--- src/rtl/vx_csa_accum_ctrl.sv ---
// vx_csa_accum_ctrl: multi-beat carry-save accumulator with a start/in/out handshake.
// A job is opened with start_beats. Each accepted beat adds its unmasked lanes
// into a carry-save pair (acc_s, acc_c). One resolve cycle then adds the pair
// into out_sum, which is held until the consumer accepts it.
// Ports:
//   clk, reset                   - clock, synchronous active-high reset
//   start_valid/ready, start_beats - job request and its beat count
//   in_valid/ready, in_data, in_mask - operand beat, LANES lanes of W bits each
//   out_valid/ready, out_sum     - result handshake and the S-bit sum
//   busy                         - high whenever the controller is not idle
module vx_csa_accum_ctrl #(
  parameter int unsigned LANES     = 4,
  parameter int unsigned W         = 8,
  parameter int unsigned MAX_BEATS = 16,
  parameter int unsigned S         = W + $clog2(LANES * MAX_BEATS)
) (
  input  logic                               clk,
  input  logic                               reset,
  input  logic                               start_valid,
  input  logic [$clog2(MAX_BEATS+1)-1:0]     start_beats,
  output logic                               start_ready,
  input  logic                               in_valid,
  input  logic [LANES-1:0][W-1:0]            in_data,
  input  logic [LANES-1:0]                   in_mask,
  output logic                               in_ready,
  output logic                               out_valid,
  output logic [S-1:0]                       out_sum,
  input  logic                               out_ready,
  output logic                               busy
);

  localparam int unsigned CW = $clog2(MAX_BEATS + 1);

  typedef enum logic [1:0] {IDLE, ACCUM, RESOLVE, DONE} state_t;

  state_t          state, state_d;
  logic            start_fire, beat_fire;
  logic [S-1:0]    acc_s, acc_c;
  logic [S-1:0]    tree_s, tree_c, term, nxt_s, nxt_c;
  logic [CW-1:0]   cnt, beats_clamped;

  // Requests above MAX_BEATS are clamped
  assign beats_clamped = (start_beats > CW'(MAX_BEATS)) ? CW'(MAX_BEATS) : start_beats;

  // 3:2 compressor chain folding each masked lane into the carry-save pair.
  // S is sized so the exact sum always fits, so carries shifted out are zero.
  always_comb begin
    tree_s = acc_s;
    tree_c = acc_c;
    term   = '0;
    nxt_s  = '0;
    nxt_c  = '0;
    for (int i = 0; i < int'(LANES); i++) begin
      term   = in_mask[i] ? S'(in_data[i]) : '0;
      nxt_s  = tree_s ^ tree_c ^ term;
      nxt_c  = ((tree_s & tree_c) | (tree_s & term) | (tree_c & term)) << 1;
      tree_s = nxt_s;
      tree_c = nxt_c;
    end
  end

  // Next-state and handshake fire decode
  always_comb begin
    state_d    = state;
    start_fire = 1'b0;
    beat_fire  = 1'b0;
    case (state)
      IDLE: begin
        if (start_valid) begin
          start_fire = 1'b1;
          state_d    = (start_beats == '0) ? DONE : ACCUM;
        end
      end
      ACCUM: begin
        if (in_valid) begin
          beat_fire = 1'b1;
          if (cnt == CW'(1)) state_d = RESOLVE;
        end
      end
      RESOLVE: state_d = DONE;
      DONE: begin
        if (out_ready) state_d = IDLE;
      end
      default: state_d = IDLE;
    endcase
  end

  // State register; handshake flags are registered from the next state
  always_ff @(posedge clk) begin
    if (reset) begin
      state       <= IDLE;
      start_ready <= 1'b1;
      in_ready    <= 1'b0;
      out_valid   <= 1'b0;
      busy        <= 1'b0;
    end else begin
      state       <= state_d;
      start_ready <= (state_d == IDLE);
      in_ready    <= (state_d == ACCUM);
      out_valid   <= (state_d == DONE);
      busy        <= (state_d != IDLE);
    end
  end

  // Accumulator, beat counter and result register
  always_ff @(posedge clk) begin
    if (reset) begin
      acc_s   <= '0;
      acc_c   <= '0;
      cnt     <= '0;
      out_sum <= '0;
    end else begin
      if (start_fire) begin
        acc_s   <= '0;
        acc_c   <= '0;
        cnt     <= beats_clamped;
        out_sum <= '0;
      end
      if (beat_fire) begin
        acc_s <= tree_s;
        acc_c <= tree_c;
        cnt   <= cnt - CW'(1);
      end
      if (state == RESOLVE) out_sum <= acc_s + acc_c;
    end
  end

endmodule

--- config.mk ---
export PLATFORM = sky130hd
export DESIGN_NAME = vx_csa_accum_ctrl
export DESIGN_NICKNAME = d
export VERILOG_FILES = /design/src/rtl/vx_csa_accum_ctrl.sv
export SDC_FILE = /design/constraint.sdc
export NUM_CORES = 1
export LEC_CHECK = 0
export CAP_MARGIN = 30
export CORE_AREA = 2 2 113 115
export CTS_CLUSTER_DIAMETER = 80
export DETAILED_ROUTE_END_ITERATION = 8
export DIE_AREA = 0 0 115 117
export PLACE_DENSITY_LB_ADDON = 0.1
export SETUP_SLACK_MARGIN = 0.3
export SLEW_MARGIN = 20
export SYNTH_ARGS = -nofsm -noshare
export SYNTH_HDL_FRONTEND = slang
export SYNTH_SLANG_ARGS = --single-unit
--- constraint.sdc ---
create_clock -name clk -period 8.2 [get_ports clk]
set_input_delay 2.05 -clock clk [delete_from_list [all_inputs] [get_ports clk]]
set_output_delay 2.05 -clock clk [all_outputs]
set_load 0.005 [all_outputs]
==> results.py <==
metrics = {
    "clocking": {
        "postCtsSetupBuffers": 0,
        "clock_sinks": 52,
        "cts_root_buffer": "clkbuf_16",
        "htree_levels": 2,
        "cts_resized": 0,
        "worst_skew_pair.late_latency_ps": 300,
        "clk_path_buf_depth": 2,
        "cts_tree": "yes",
        "postCtsHoldBufs": 0,
        "numCtsBuffers": 5,
        "path_clk_slew_ps": 80,
    },
    "synthesis": {
        "yosys-top-cells-area": "dfxtp_1 29%, fa_1 18%, ha_1 11%",
        "ys_seq_area_share_pct": 28.9,
        "synth_area_leader_cell": "dfxtp_1",
        "synth_warnings": 0,
        "yosysTopAreaCellShare_pct": 28.9,
        "synth.avg_cell_area_um2": 9.42,
        "synth_cells": 382,
        "synth-edff-count": 0,
        "mappedNetlistNets": 494,
        "synth-main-ff-cell": "dfxtp_1",
        "async_flop_share_pct": 0,
        "ys_types": 44,
        "netlist_area_um2": 3600,
        "ys_ff_latch": 52,
    },
    "drt": {
        "via_count": 2845,
        "drc": 0,
        "dr.pass1.iters": 4,
        "final_antenna_net_count": 0,
        "vias_per_cell": 4.80,
        "routed-wl-met3_um": 169,
        "wl_met1_um": 3970,
        "wl_per_cell_um": 14.0,
        "route.met2.wl_um": 4110,
        "drt_iter0_drc": 87,
        "dr.max_layer_used": "met4",
        "wirelength_um": 8300,
    },
    "layout": {
        "regArea_um2": 1040,
        "multi_input_area_um2": 2400,
        "syn_to_final_growth_pct": 26.4,
        "antenna_cells": 0,
        "fillers": 1267,
        "drive_above_1_share_pct": 3.84,
        "layout.nets": 554,
    },
    "pwr": {
        "powerDensity_nw_per_um2": 140,
        "p_leak_nw": 1.95,
        "worst_ir_drop_vdd_mv": 0.0853,
    },
    "job": {
        "drv_cap": 0,
    },
    "setup_path": {
        "critical_path.endpoint_type": "register",
        "crit_required_ps": 8370,
        "arrival_ps": 5230,
        "crit_top_cell": "fa_1",
        "slowest_stage": "clkdlybuf4s50_1",
        "path_cells": "clkdlybuf4s50_1 > and2_1 > fa_1 > inv_1 > fa_1 > inv_1 > fa_1 > inv_1 > fa_1 > nor2_1 > a21oi_1 > nor2_1",
        "cp-start-kind": "primary input",
        "crit_fanout": 8,
        "crit_type": "in -> reg",
        "critPathMaxStageDelay_ps": 560,
    },
    "hold_path": {
        "min_path_type": "reg -> reg",
    },
    "sta": {
        "slew_headroom_pct": 55.0,
        "finalCritPeriodShare_pct": 61.7,
        "drv_slew": 0,
        "rsz0062_at_grt": "no",
        "hold_slack_ps": 455,
        "finalSetupViolations": 0,
        "max_freq_mhz": 198,
        "fin_crit_ps": 5060,
        "worst_pin_slew_ps": 674,
        "hold_violations": 0,
        "finClkSkew_ps": 6.96,
        "fin_tns_setup_ps": 0,
    },
    "run_status": {
        "status": "finished, final reports clean",
    },
    "place": {
        "place_hpwl_um": 6680,
        "io_buffers": 63,
        "place_congestion": 0.762,
    },
    "floorplan": {
        "fp-row-count": 41,
        "boundaryPins": 64,
        "core_area_um2": 12300,
        "die-area_um2": 13500,
        "die_w_um": 115,
        "initial_core_util_pct": 29.2,
        "die_h_um": 117,
    },
    "grt": {
        "grt_remaining_overflow": 0,
        "grt_use_total_pct": 13.1,
        "grt_pass1_wl_um": 13900,
        "grt_max_degree": 43,
        "antenna_found_initial": 0,
        "grt_pass1_vias": 2811,
    },
}
## sequential cells by signal, indices dropped and copies added (netlist names)
name and flops:
out_valid 1, out_sum 14, busy 1, state 2, in_ready 1, acc_s 14, cnt 5, acc_c 13
start_ready 1
## logic make-up after synthesis
family | Yosys count | share of synthesized area, %
muxes | 1 | 0.278
AOI/OAI and AO/OA | 90 | 16.9
and+or+nand+nor | 122 | 16.5
DFF | 52 | 28.9
buffers and inverters | 38 | 4.42
adders and majority gates | 66 | 29.8
xor gates and xnor gates | 13 | 3.17
## cell type report
| cell class | instances | share of cell area, % |
|---|---|---|
| clock buffers | 5 | 2.75 |
| clock inverters | 3 | 0.578 |
| inverters | 26 | 2.15 |
| multi-input cells | 292 | 52.8 |
| flip-flops and latches | 52 | 22.9 |
| well taps | 150 | 4.13 |
| repair buffers | 65 | 14.6 |
## final timing paths
check / start / endpoint / slack (ps) / cells after the start
setup reg to reg: acc_s[1]$_SDFFE_PP0P_ / acc_s[1]$_SDFFE_PP0P_ / 5220 / 10
setup / recovery: in_mask[0] / acc_s[2]$_SDFFE_PP0P_ / 3140 / 12
hold reg to reg: out_sum[7]$_SDFFE_PP0P_ / out_sum[7]$_SDFFE_PP0P_ / 450 / 2
hold / removal: out_sum[7]$_SDFFE_PP0P_ / out_sum[7]$_SDFFE_PP0P_ / 450 / 2
## cell usage in the layout, fill, tap and decap left out, types with 4 or more instances in the layout
master,n
dfxtp_1,52
xnor2_1,7
nor2_1,45
ha_1,33
o21ai_0,12
xor2_1,6
nor2b_1,6
fa_1,33
a21oi_1,19
a22oi_1,27
nand2b_1,5
nand2_1,22
and2_1,26
o21ai_1,4
nor3_1,4
inv_1,26
a21o_1,5
o21bai_1,5
a31oi_1,4
clkdlybuf4s50_1,63
clkbuf_16,5
## worst max-delay path, delay by kind of cell
kind | cells | cell delay [ps]
adders and majority gates | 4 | 2050
buffers and inverters | 4 | 710
and+or+nand+nor | 3 | 310
AOI/OAI and AO/OA | 1 | 110
## per-stage QoR
stage | area, µm² | util, % | instances | power [W] | setup slack [ps]
detailed placement | 4390 | 35.7 | 585 | 0.000428 | 2800
finish | 4550 | 36.9 | 593 | 0.000635 | 3140
CTS | 4550 | 36.9 | 593 | 0.000648 | 3110
global route | 4550 | 36.9 | 593 | 0.000683 | 2990
global placement | 4360 | 35.4 | 584 | 0.000423 | 2830
floorplan | 3600 | - | 382 | 0.000370 | 3520
## power breakdown
part | internal [W] | leakage (nW) | switching (W)
Combinational | 0.0000716 | 1.45 | 0.0000764
Clock | 0.000116 | 0.0744 | 0.000102
Sequential | 0.000261 | 0.421 | 0.00000866
Total | 0.000449 | 1.95 | 0.000187
## routing by layer
layer	up-vias	GRT usage [%]
met5	-	0
met4	0	2.81
met3	5	2.06
met2	28	22.1
met1	1381	17.7
li1	1431	-
## cell usage after synthesis, types with 2 or more instances
| library cell | count |
|---|---|
| a211oi_1 | 2 |
| a211oi_2 | 2 |
| a21o_1 | 5 |
| a21oi_1 | 19 |
| a22oi_1 | 27 |
| a31oi_1 | 4 |
| and2_1 | 26 |
| buf_2 | 7 |
| clkbuf_1 | 4 |
| dfxtp_1 | 52 |
| fa_1 | 33 |
| ha_1 | 33 |
| inv_1 | 26 |
| nand2_1 | 22 |
| nand2b_1 | 5 |
| nand3_1 | 3 |
| nor2_1 | 45 |
| nor2b_1 | 6 |
| nor3_1 | 4 |
| nor4_1 | 3 |
| o211ai_1 | 2 |
| o21ai_0 | 12 |
| o21ai_1 | 4 |
| o21bai_1 | 5 |
| xnor2_1 | 7 |
| xor2_1 | 6 |
Power figures use the tool's default switching activity.
